===== src/rtl/fp_mul_pipe.sv =====
// fp_mul_pipe: pipelined unsigned WIDTH x WIDTH multiplier with valid/ready flow control; tag sideband when FP_MUL_PIPE_TAG_EN is defined
module fp_mul_pipe #(
  parameter int WIDTH  = 8,
  parameter int STAGES = 3,
  parameter int TAG_W  = 4
) (
  input  logic                 clk,
  input  logic                 rst_n,
  input  logic                 in_valid,
  output logic                 in_ready,
  input  logic [WIDTH-1:0]     in_a,
  input  logic [WIDTH-1:0]     in_b,
`ifdef FP_MUL_PIPE_TAG_EN
  input  logic [TAG_W-1:0]     in_tag,
  output logic [TAG_W-1:0]     out_tag,
`endif
  output logic                 out_valid,
  input  logic                 out_ready,
  output logic [2*WIDTH-1:0]   out_c,
  output logic                 busy
);
  localparam int PW = 2 * WIDTH;
  if (WIDTH < 2 || STAGES < 1 || TAG_W < 1) begin : g_param_check
    $error("fp_mul_pipe: WIDTH>=2, STAGES>=1, TAG_W>=1 required");
  end
  logic [STAGES-1:0] v;
  logic [STAGES-1:0] adv;
  logic [PW-1:0]     d [STAGES];
  // A stage can advance unless it and every stage after it is full while the consumer stalls;
  // written as a reduction rather than a chain so each bit depends only on v and out_ready.
  for (genvar g = 0; g < STAGES; g++) begin : g_adv
    assign adv[g] = out_ready || !(&v[STAGES-1:g]);
  end
  // Full product is formed once at stage 0 and then shifted; valid bits move on advance, data loads only on incoming valid.
  always_ff @(posedge clk or negedge rst_n) begin
    if (!rst_n) begin
      v <= '0;
      for (int i = 0; i < STAGES; i++) d[i] <= '0;
    end else begin
      if (adv[0]) v[0] <= in_valid;
      if (adv[0] && in_valid) d[0] <= PW'(in_a) * PW'(in_b);
      for (int i = 1; i < STAGES; i++) begin
        if (adv[i]) v[i] <= v[i-1];
        if (adv[i] && v[i-1]) d[i] <= d[i-1];
      end
    end
  end
`ifdef FP_MUL_PIPE_TAG_EN
  logic [TAG_W-1:0] t [STAGES];
  // Tag follows its operand pair under the same load/hold rules as the product.
  always_ff @(posedge clk or negedge rst_n) begin
    if (!rst_n) begin
      for (int i = 0; i < STAGES; i++) t[i] <= '0;
    end else begin
      if (adv[0] && in_valid) t[0] <= in_tag;
      for (int i = 1; i < STAGES; i++) if (adv[i] && v[i-1]) t[i] <= t[i-1];
    end
  end
  assign out_tag = t[STAGES-1];
`endif
  assign in_ready  = adv[0];
  assign out_valid = v[STAGES-1];
  assign out_c     = d[STAGES-1];
  assign busy      = |v;
endmodule


===== config.mk =====
export PLATFORM = sky130hd
export DESIGN_NAME = fp_mul_pipe
export DESIGN_NICKNAME = d
export VERILOG_FILES = /design/src/rtl/fp_mul_pipe.sv
export SDC_FILE = /design/constraint.sdc
export NUM_CORES = 1
export LEC_CHECK = 0
export CORE_MARGIN = 10
export CORE_UTILIZATION = 65
export DETAILED_ROUTE_END_ITERATION = 6
export DONT_BUFFER_PORTS = 1
export GPL_TIMING_DRIVEN = 0
export HOLD_SLACK_MARGIN = 0.1
export PLACE_DENSITY = 0.81
export SYNTH_ARGS = -nofsm -noshare
export SYNTH_HDL_FRONTEND = slang
export SYNTH_SLANG_ARGS = --single-unit

===== constraint.sdc =====
create_clock -name clk -period 1.77 [get_ports clk]
set_input_delay 0.177 -clock clk [delete_from_list [all_inputs] [get_ports clk]]
set_output_delay 0.177 -clock clk [all_outputs]
set_load 0.01 [all_outputs]

Word level (Yosys, flattened, before mapping):

Cells that the tools add are included.

* register bits after elaboration: 51
* bits in latches: 0
* RAM bits: 0
* bits in read-only memories: 0
* output and inout bits: 19
* logic and storage cells: 19
* memories: 0

* add/sub/neg operators: 0
* $mul: 1
* div/mod/pow operators: 0
* magnitude comparators: 0
* equal/unequal tests: 0
* shift-type cells: 0
* multiplexer cells: 0
* bitwise gates (word level): 0
* reductions and logical operators: 12

Operator list (number)
* $mul 8x8->16: 1
* $logic_and 1x1->1: 3
* $logic_not 1->1: 3
* $logic_or 1x1->1: 3
* $reduce_and 3->1: 1
* $reduce_or 3->1: 1
* $reduce_and 2->1: 1

Depth between registers and ports, before layout:

Gate-level depths: netlist (run 1).

* depth after elaboration: 4
* mapped depth: 15

Worst setup path after synthesis (run 1):

No wires, ideal clock.

* kind: input to register
* from: input port in_b[4]
* to: register d[47] in the netlist's numbering
* library setup time: 0.069 ns
* data arrival time: 3.784 ns
* data required time: 1.701 ns
* path slack: -2.083 ns
* cell stages on the path: 15
* path buffers: 0
* cells stage by stage: and2_1 fa_1 inv_1 fa_1 inv_1 fa_1 inv_1 fa_1 inv_1 ha_1 o211ai_1 a21oi_2 o21ai_2 or4_1 nand3_1

* cells in the longest elaborated chain, start to end: 1

Ends and longest elaborated chain
* from (decl): line 12 `input logic [WIDTH-1:0] in_b,`
* $mul 8x8->16: line 41 `if (adv[0] && in_valid) d[0] <= PW'(in_a) * PW'(in_b);`
* to (signal, indexed assignment): line 44 `if (adv[i] && v[i-1]) d[i] <= d[i-1];`
* to (decl): line 28 `logic [PW-1:0] d [STAGES];`

Every way passes these cells.
A chain may end at the register's enable or synchronous reset.

Worst setup path in the final report (run 1):

* from: input port in_a[5]
* to: register d[47] in the netlist's numbering

* cells in the longest elaborated chain, start to end: 1

Ends and longest elaborated chain
* from (decl): line 11 `input logic [WIDTH-1:0] in_a,`
* $mul 8x8->16: line 41

Every way passes these cells.

==> impl_table.tex, run 1 <==
\begin{tabular}{lr}
\hline
Metric & Value \\
\hline
\multicolumn{2}{l}{\textbf{Status}} \\
\quad Result of the run & finished, violations left \\
\quad Violated checks & setup timing \\
\multicolumn{2}{l}{\textbf{Logic synthesis}} \\
\quad Sequential share of the synthesized area & 0.314 \\
\quad Synth warnings & 0 \\
\quad Area fraction of the dominant cell type after synthesis & 0.314 \\
\quad Distinct cell type count of the synthesized netlist & 34 \\
\quad Mapped cell area & 4070 um\^{}2 \\
\quad Mean post-synth cell area & 10.5 um\^{}2 \\
\quad Post-synthesis sequential element count & 51 \\
\quad Most area-hungry cell type in the Yosys netlist & sky130\_fd\_sc\_hd\_\_dfrtp\_1 \\
\quad Gate count after technology mapping & 388 \\
\quad Top cells by area, synth & sky130\_fd\_sc\_hd\_\_dfrtp\_1, sky130\_fd\_sc\_hd\_\_fa\_1, sky130\_fd\_sc\_hd\_\_ha\_1 \\
\quad Post-synthesis net count & 480 \\
\multicolumn{2}{l}{\textbf{Final layout}} \\
\quad Top library cells by usage in the layout, fill and taps aside & sky130\_fd\_sc\_hd\_\_dfrtp\_1, sky130\_fd\_sc\_hd\_\_nand2\_1, sky130\_fd\_sc\_hd\_\_inv\_1, sky130\_fd\_sc\_hd\_\_and2\_1 \\
\quad Number of inserted diodes & 0 \\
\quad Footprint of the flip-flops and latches & 1280 um\^{}2 \\
\quad Area of the multi-input gates & 2650 um\^{}2 \\
\quad Layout cell share with drive strength beyond 1 & 0.277 \\
\quad Most common cell after layout, fill and taps aside & sky130\_fd\_sc\_hd\_\_dfrtp\_1 \\
\quad Area overhead of the layout relative to synthesis & 12.2\% \\
\quad Post-Route Utilization & 0.761 \\
\quad Final Net Count & 499 \\
\quad Number of inserted filler cells in the final layout & 387 \\
\multicolumn{2}{l}{\textbf{CTS}} \\
\quad Clock Pin Slew Worst Setup and Hold Paths & 0.08 ns \\
\quad Clk sink count & 51 \\
\quad Number of buffers added by the clock tree synthesis step & 5 \\
\quad H-tree level count & 2 \\
\quad Number of buffers on the longest clock path & 2 \\
\quad Clk Tree Root Cell & sky130\_fd\_sc\_hd\_\_clkbuf\_8 \\
\quad CTS tree & yes \\
\quad Insertion delay to the later sink of the worst-skew pair & 0.30 ns \\
\multicolumn{2}{l}{\textbf{Floorplan}} \\
\quad Die ar. & 9820 um\^{}2 \\
\quad Die X & 99.1 um \\
\quad Initial Utilization & 0.679 \\
\quad Number of core rows & 28 \\
\quad Core Footprint & 5990 um\^{}2 \\
\quad Vert. Die Dim & 99.1 um \\
\quad Count of pins on the block boundary & 39 \\
\multicolumn{2}{l}{\textbf{GRT}} \\
\quad Antenna violations before repair & 0 \\
\quad Largest net degree at the start of global routing & 52 \\
\quad Via count of the first global-routing pass & 2875 \\
\quad Total congestion overflow & 0 \\
\quad Wire length of the first global-routing pass & 13400 um \\
\quad Tot GR Track Use & 0.162 \\
\multicolumn{2}{l}{\textbf{Placed design}} \\
\quad HPWL after detailed placement & 6140 um \\
\quad Number of input and output port buffers inserted & 0 \\
\quad Final weighted congestion in routability-driven placement & 0.762 \\
\multicolumn{2}{l}{\textbf{STA}} \\
\quad Worst rel slew slack & 0.736 \\
\quad Final critical delay including setup and external delays & 3.37 ns \\
\quad Sum of negative setup slack & -15.25 ns \\
\quad Final Hold Violating Endpoints & 0 \\
\quad Final-report setup violation count & 12 \\
\quad Number of pins with negative max-slew slack in the final report & 0 \\
\quad Hold Slack & 0.179 ns \\
\quad Min setup slack post-route & -1.60 ns \\
\quad Clock Skew & 0.00728 ns \\
\quad Transition time at the pin with the least slew margin & 0.396 ns \\
\quad Share of the clock period used by the worst path after layout & 1.90 \\
\quad Unrepaired setup endpoints after global routing & yes \\
\quad F\_max & 0.297 GHz \\
\multicolumn{2}{l}{\textbf{Critical path}} \\
\quad Kind of end point of the critical path & flop \\
\quad Max stage delay on crit path & 0.53 ns \\
\quad Crit path buf inv count & 4 \\
\quad Data required time at the worst endpoint & 2.00 ns \\
\quad WS Path Type & primary input to flop \\
\quad CP startpoint kind & primary input \\
\quad CP dominant cell by count & sky130\_fd\_sc\_hd\_\_fa\_1 \\
\quad Peak fanout along the critical path & 8 \\
\quad Crit path DAT & 3.60 ns \\
\quad Category of cells accounting for the largest share of critical-path delay & adder cells \\
\quad Cell chain of the critical path & and2\_4, fa\_1, inv\_1, fa\_1, inv\_1, fa\_1, inv\_1, fa\_1, inv\_2, ha\_4, o211ai\_1, a21oi\_2, o21ai\_2, or4\_1, nand3\_1 \\
\quad CP max stage cell & sky130\_fd\_sc\_hd\_\_fa\_1 \\
\multicolumn{2}{l}{\textbf{Drt}} \\
\quad Total number of vias & 2619 \\
\quad Final ANT Viol Nets & 0 \\
\quad Iter 0 DRT Violations & 59 \\
\quad Met1 WL & 3100 um \\
\quad Mean number of vias per cell & 5.42 \\
\quad Highest metal layer used by the detailed router & met4 \\
\quad Detailed route wirelength on metal2 & 3880 um \\
\quad Final wirelength & 7530 um \\
\quad DRT Pass-1 Iters & 4 \\
\quad Sum of met3 wire segment lengths after detailed routing & 468 um \\
\quad \# DRC & 0 \\
\quad Final routed wire length divided by cell count & 15.6 um \\
\multicolumn{2}{l}{\textbf{Pwr}} \\
\quad Power per unit of standard cell area & 1260 nW/um\^{}2 \\
\quad Leakage power total & 2.18 nW \\
\quad Peak supply drop & 0.918 mV \\
\multicolumn{2}{l}{\textbf{Worst hold path}} \\
\quad Hold/Removal Path Class & primary input to flop \\
\multicolumn{2}{l}{\textbf{Run}} \\
\quad Max Cap Viol & 0 \\
\hline
\end{tabular}
-- synth_stat cells --
cell                       number
sky130_fd_sc_hd__inv_1         48
sky130_fd_sc_hd__a31oi_1        1
sky130_fd_sc_hd__o21ai_0       15
sky130_fd_sc_hd__nand2_2        1
sky130_fd_sc_hd__nand2_1       46
sky130_fd_sc_hd__xnor2_1        1
sky130_fd_sc_hd__a211oi_1       1
sky130_fd_sc_hd__or3_1          1
sky130_fd_sc_hd__and2b_2        1
sky130_fd_sc_hd__mux2_2        35
sky130_fd_sc_hd__a21boi_0       1
sky130_fd_sc_hd__nor2_1         5
sky130_fd_sc_hd__a21o_1         1
sky130_fd_sc_hd__buf_2          4
sky130_fd_sc_hd__o311ai_0       1
sky130_fd_sc_hd__a221oi_1       1
sky130_fd_sc_hd__xor2_1         9
sky130_fd_sc_hd__or4_1          1
sky130_fd_sc_hd__nand3b_1       1
sky130_fd_sc_hd__mux2i_1        1
sky130_fd_sc_hd__nor3_1         1
sky130_fd_sc_hd__nand4b_1       1
sky130_fd_sc_hd__clkbuf_1       1
sky130_fd_sc_hd__dfrtp_1       51
sky130_fd_sc_hd__a21oi_2        2
sky130_fd_sc_hd__o211ai_1       3
sky130_fd_sc_hd__o21ai_2        1
sky130_fd_sc_hd__ha_1          36
sky130_fd_sc_hd__nand3_1        2
sky130_fd_sc_hd__nand2b_1       6
sky130_fd_sc_hd__fa_1          36
sky130_fd_sc_hd__a21oi_1       11
sky130_fd_sc_hd__and2_1        46
sky130_fd_sc_hd__buf_4         16
-- worst register-to-register path: stages, from the launching register on --
cell,delay (ns)
sky130_fd_sc_hd__dfrtp_2,0.43
sky130_fd_sc_hd__nand4b_1,0.30
sky130_fd_sc_hd__nand2_2,0.21
sky130_fd_sc_hd__buf_2,0.25
sky130_fd_sc_hd__mux2_2,0.35
-- repair_timing --
| item | 4_1_cts | 5_1_grt |
|---|---|---|
| setup endpoints to repair | 12 | 21 |
| hold buffers | 6 | 0 |
| buffers inserted | 6 | 0 |
| pin swaps | 17 | 8 |
| hold endpoints to repair | 55 | 0 |
| gates resized for setup | 4 | 6 |
-- cell type report --
type                    instances  share of cell area
clock buffers                   6              0.0159
repair buffers                 12              0.0285
flip-flops and latches         51               0.280
multi-input cells             268               0.581
clock inverters                 2             0.00274
plain buffers                  21              0.0316
inverters                      48              0.0395
well taps                      75              0.0206
-- power breakdown --
group / switching, mW / internal, mW
clock network: 0.353 / 0.276
registers: 0.262 / 1.65
logic: 1.55 / 1.68
-- worst paths after layout --
path / start / cells past startpoint / slack, ns / end
worst max register to register: v[2]$_DFFE_PN0N_ / 4 / 0.12 / d[34]$_DFFE_PN0P_
min in group asynchronous: rst_n / 2 / 0.40 / d[31]$_DFFE_PN0P_
max in group asynchronous: rst_n / 2 / 1.16 / v[2]$_DFFE_PN0N_
worst min register to register: d[32]$_DFFE_PN0P_ / 2 / 0.49 / d[32]$_DFFE_PN0P_
worst max-delay path: in_a[5] / 15 / -1.60 / d[47]$_DFFE_PN0P_
worst min-delay path: in_valid / 3 / 0.18 / d[47]$_DFFE_PN0P_
-- layer usage --
metal,up-vias,GRT usage
met5,-,0
met4,0,0.0474
li1,1272,-
met1,1286,0.188
met2,53,0.285
met3,8,0.0433
-- metrics by stage --
step           worst slack [ns]  std cells  total power, mW  area [um^2]
6_report                  -1.60        483             5.77         4560
2_1_floorplan             -1.76        388             4.30         4230
5_1_grt                   -1.75        483             6.29         4560
3_3_place_gp              -1.88        463             4.71         4320
3_5_place_dp              -1.94        463             4.88         4320
4_1_cts                   -1.60        483             5.77         4540
-- sequential cells by signal, summed over array words and instances (netlist names) --
name and flops:
d 32, out_c 16, v 3
-- cell families (layout without fill, tap and decap cells) --
kind of cell,Yosys count,count (layout),share of synthesized area
multiplexers,36,36,0.0994
adder cells (fa/ha/maj),72,72,0.288
AO/OA/AOI/OAI,38,38,0.0554
buffers and inverters,69,89,0.0797
flip-flops,51,51,0.314
AND/OR/NAND/NOR,112,112,0.142
XOR/XNOR,10,10,0.0215
Power figures use the tool's default switching activity.
==> inputs of run 2 (changes only) <==
--- a/config.mk
+++ b/config.mk
@@ -12,6 +12,8 @@
 export GPL_TIMING_DRIVEN = 0
 export HOLD_SLACK_MARGIN = 0.1
 export PLACE_DENSITY = 0.81
+export SKIP_LAST_GASP = 1
+export SLEW_MARGIN = 30
 export SYNTH_ARGS = -nofsm -noshare
 export SYNTH_HDL_FRONTEND = slang
 export SYNTH_SLANG_ARGS = --single-unit
==> impl_table.tex, run 2 (synthesized netlist as in run 1, its figures left out) <==
\begin{tabular}{lr}
\hline
Metric & Value \\
\hline
\multicolumn{2}{l}{\textbf{GRT}} \\
\quad Antenna violations before repair & 0 (unchanged) \\
\quad Total congestion overflow & 0 (unchanged) \\
\quad Via count of the first global-routing pass & 2875 (unchanged) \\
\quad Wire length of the first global-routing pass & 13400 um (unchanged) \\
\quad Tot GR Track Use & 0.162 (unchanged) \\
\quad Largest net degree at the start of global routing & 52 (unchanged) \\
\multicolumn{2}{l}{\textbf{CTS}} \\
\quad Clk Tree Root Cell & sky130\_fd\_sc\_hd\_\_clkbuf\_8 (unchanged) \\
\quad Number of buffers on the longest clock path & 2 (unchanged) \\
\quad Number of buffers added by the clock tree synthesis step & 5 (unchanged) \\
\quad Clock Pin Slew Worst Setup and Hold Paths & 0.08 ns (about the same) \\
\quad H-tree level count & 2 (unchanged) \\
\quad CTS tree & yes (unchanged) \\
\quad Clk sink count & 51 (unchanged) \\
\quad Insertion delay to the later sink of the worst-skew pair & 0.30 ns (about the same) \\
\multicolumn{2}{l}{\textbf{Final layout}} \\
\quad Most common cell after layout, fill and taps aside & sky130\_fd\_sc\_hd\_\_dfrtp\_1 (unchanged) \\
\quad Top library cells by usage in the layout, fill and taps aside & sky130\_fd\_sc\_hd\_\_dfrtp\_1, sky130\_fd\_sc\_hd\_\_nand2\_1, sky130\_fd\_sc\_hd\_\_inv\_1, sky130\_fd\_sc\_hd\_\_and2\_1 (unchanged) \\
\quad Final Net Count & 499 (unchanged) \\
\quad Area overhead of the layout relative to synthesis & 11.9\% (was 12.2\%) \\
\quad Largest register by flop count & d (unchanged) \\
\quad Area of the multi-input gates & 2650 um\^{}2 (about the same) \\
\quad Number of inserted filler cells in the final layout & 393 (was 387) \\
\quad Layout cell share with drive strength beyond 1 & 0.267 (was 0.277) \\
\quad Number of inserted diodes & 0 (unchanged) \\
\quad Largest register FFs & 32 (unchanged) \\
\quad Post-Route Utilization & 0.759 (was 0.761) \\
\quad Footprint of the flip-flops and latches & 1280 um\^{}2 (unchanged) \\
\multicolumn{2}{l}{\textbf{Floorplan}} \\
\quad Vert. Die Dim & 99.1 um (unchanged) \\
\quad Die X & 99.1 um (unchanged) \\
\quad Core Footprint & 5990 um\^{}2 (unchanged) \\
\quad Initial Utilization & 0.679 (unchanged) \\
\quad Count of pins on the block boundary & 39 (unchanged) \\
\quad Die ar. & 9820 um\^{}2 (unchanged) \\
\quad Number of core rows & 28 (unchanged) \\
\multicolumn{2}{l}{\textbf{Pwr}} \\
\quad Overall power of the completed layout & 5.73 mW (was 5.77 mW) \\
\quad Leakage power total & 2.18 nW (about the same) \\
\quad Power per unit of standard cell area & 1260 nW/um\^{}2 (about the same) \\
\quad Peak supply drop & 0.915 mV (was 0.918 mV) \\
\multicolumn{2}{l}{\textbf{STA}} \\
\quad F\_max & 0.298 GHz (was 0.297 GHz) \\
\quad Min setup slack post-route & -1.59 ns (was -1.60 ns) \\
\quad Number of pins with negative max-slew slack in the final report & 0 (unchanged) \\
\quad Final-report setup violation count & 12 (unchanged) \\
\quad Final critical delay including setup and external delays & 3.36 ns (was 3.37 ns) \\
\quad Clock Skew & 0.00722 ns (was 0.00728 ns) \\
\quad Final Hold Violating Endpoints & 0 (unchanged) \\
\quad Unrepaired setup endpoints after global routing & yes (unchanged) \\
\quad Worst rel slew slack & 0.739 (was 0.736) \\
\quad Transition time at the pin with the least slew margin & 0.391 ns (was 0.396 ns) \\
\quad Share of the clock period used by the worst path after layout & 1.90 (about the same) \\
\multicolumn{2}{l}{\textbf{Status}} \\
\quad Result of the run & finished, violations left (unchanged) \\
\quad Violated checks & setup timing (unchanged) \\
\multicolumn{2}{l}{\textbf{Critical path}} \\
\quad CP startpoint kind & primary input (unchanged) \\
\quad Peak fanout along the critical path & 8 (unchanged) \\
\quad Data required time at the worst endpoint & 2.00 ns (about the same) \\
\quad Kind of end point of the critical path & flop (unchanged) \\
\quad Crit path DAT & 3.59 ns (was 3.60 ns) \\
\quad WS Path Type & primary input to flop (unchanged) \\
\multicolumn{2}{l}{\textbf{Run}} \\
\quad Max Cap Viol & 0 (unchanged) \\
\multicolumn{2}{l}{\textbf{Drt}} \\
\quad Total number of vias & 2625 (was 2619) \\
\quad Mean number of vias per cell & 5.43 (was 5.42) \\
\quad Final routed wire length divided by cell count & 15.6 um (about the same) \\
\quad DRT Pass-1 Iters & 4 (unchanged) \\
\quad Iter 0 DRT Violations & 57 (was 59) \\
\quad Final wirelength & 7540 um (was 7530 um) \\
\quad \# DRC & 0 (unchanged) \\
\quad Final ANT Viol Nets & 0 (unchanged) \\
\multicolumn{2}{l}{\textbf{Placed design}} \\
\quad HPWL after detailed placement & 6140 um (unchanged) \\
\quad Number of input and output port buffers inserted & 0 (unchanged) \\
\quad Pre-CTS WS & -1.94 ns (unchanged) \\
\quad Final weighted congestion in routability-driven placement & 0.762 (unchanged) \\
\multicolumn{2}{l}{\textbf{Worst hold path}} \\
\quad Hold/Removal Path Class & primary input to flop (unchanged) \\
\hline
\end{tabular}
[run 2: path summary, 6_finish.rpt]
| kind | depth (start not counted) | slack (ns) | endpoint | from |
|---|---|---|---|---|
| worst max-delay path | 15 | -1.59 | d[47]$_DFFE_PN0P_ | in_a[5] |
| min in group asynchronous | 2 | 0.40 | d[31]$_DFFE_PN0P_ | rst_n |
| worst min-delay path | 3 | 0.18 | d[47]$_DFFE_PN0P_ | in_valid |
| worst max register to register | 4 | 0.12 | d[34]$_DFFE_PN0P_ | v[2]$_DFFE_PN0N_ |
| max in group asynchronous | 2 | 1.16 | v[2]$_DFFE_PN0N_ | rst_n |
| worst min register to register | 2 | 0.49 | d[32]$_DFFE_PN0P_ | d[32]$_DFFE_PN0P_ |
[run 2: area by class of cell]
type	count	share of cell area
timing repair buffer	12	0.0270
clock inverter	2	0.00275
clock buffer	6	0.0160
buffer	21	0.0316
inverter	48	0.0396
multi-input combinational	268	0.582
tap	75	0.0206
sequential	51	0.281
[run 2: worst max-delay path, stage by stage]
cell and delay [ns]:
sky130_fd_sc_hd__and2_4 0.14, sky130_fd_sc_hd__fa_1 0.53, sky130_fd_sc_hd__inv_1 0.05, sky130_fd_sc_hd__fa_1 0.47
sky130_fd_sc_hd__inv_1 0.05, sky130_fd_sc_hd__fa_1 0.47, sky130_fd_sc_hd__inv_1 0.05, sky130_fd_sc_hd__fa_1 0.49
sky130_fd_sc_hd__inv_2 0.05, sky130_fd_sc_hd__ha_4 0.27, sky130_fd_sc_hd__o211ai_1 0.09, sky130_fd_sc_hd__a21oi_2 0.18
sky130_fd_sc_hd__o21ai_2 0.10, sky130_fd_sc_hd__or4_1 0.40, sky130_fd_sc_hd__nand3_1 0.07
[run 2: report_power, final]
part | internal [mW] | leakage [nW] | switching (mW) | total (mW)
Clock | 0.276 | 0.0412 | 0.353 | 0.630
Combinational | 1.65 | 1.51 | 1.54 | 3.18
Sequential | 1.65 | 0.625 | 0.262 | 1.91
[run 2: metrics by stage]
stage / area (um^2) / hold WS (ns) / instances / setup TNS [ns]
floorplan: 4230 / -0.119 / 388 / -16.99
global placement: 4320 / -0.117 / 463 / -18.45
detailed placement: 4320 / -0.117 / 463 / -19.09
CTS: 4540 / 0.157 / 483 / -15.20
global route: 4550 / 0.226 / 483 / -16.58
finish: 4550 / 0.179 / 483 / -15.25
[run 2: what timing repair did]
action                     in CTS  in global routing
hold buffers                    6                  0
pin swaps                      16                  5
hold endpoints to repair       55                  0
gates resized for setup         2                  2
buffers inserted                6                  0
cloned                          0                  0
setup endpoints to repair      12                 21
[run 2: layer usage]
layer / track usage / vias up / share of wire / wire (um)
li1: - / 1270 / - / -
met1: 0.188 / 1287 / 0.41 / 3100
met2: 0.285 / 60 / 0.51 / 3870
met3: 0.0433 / 8 / 0.065 / 492
met4: 0.0474 / 0 / 0.011 / 81
met5: 0 / - / 0 / 0
==> inputs of run 3 (changes only) <==
--- a/config.mk
+++ b/config.mk
@@ -7,6 +7,7 @@
 export LEC_CHECK = 0
 export CORE_MARGIN = 10
 export CORE_UTILIZATION = 65
+export CTS_CLUSTER_SIZE = 30
 export DETAILED_ROUTE_END_ITERATION = 6
 export DONT_BUFFER_PORTS = 1
 export GPL_TIMING_DRIVEN = 0
==> results of run 3 <==
The final DEF is identical to that of run 2; final timing and power are the same.
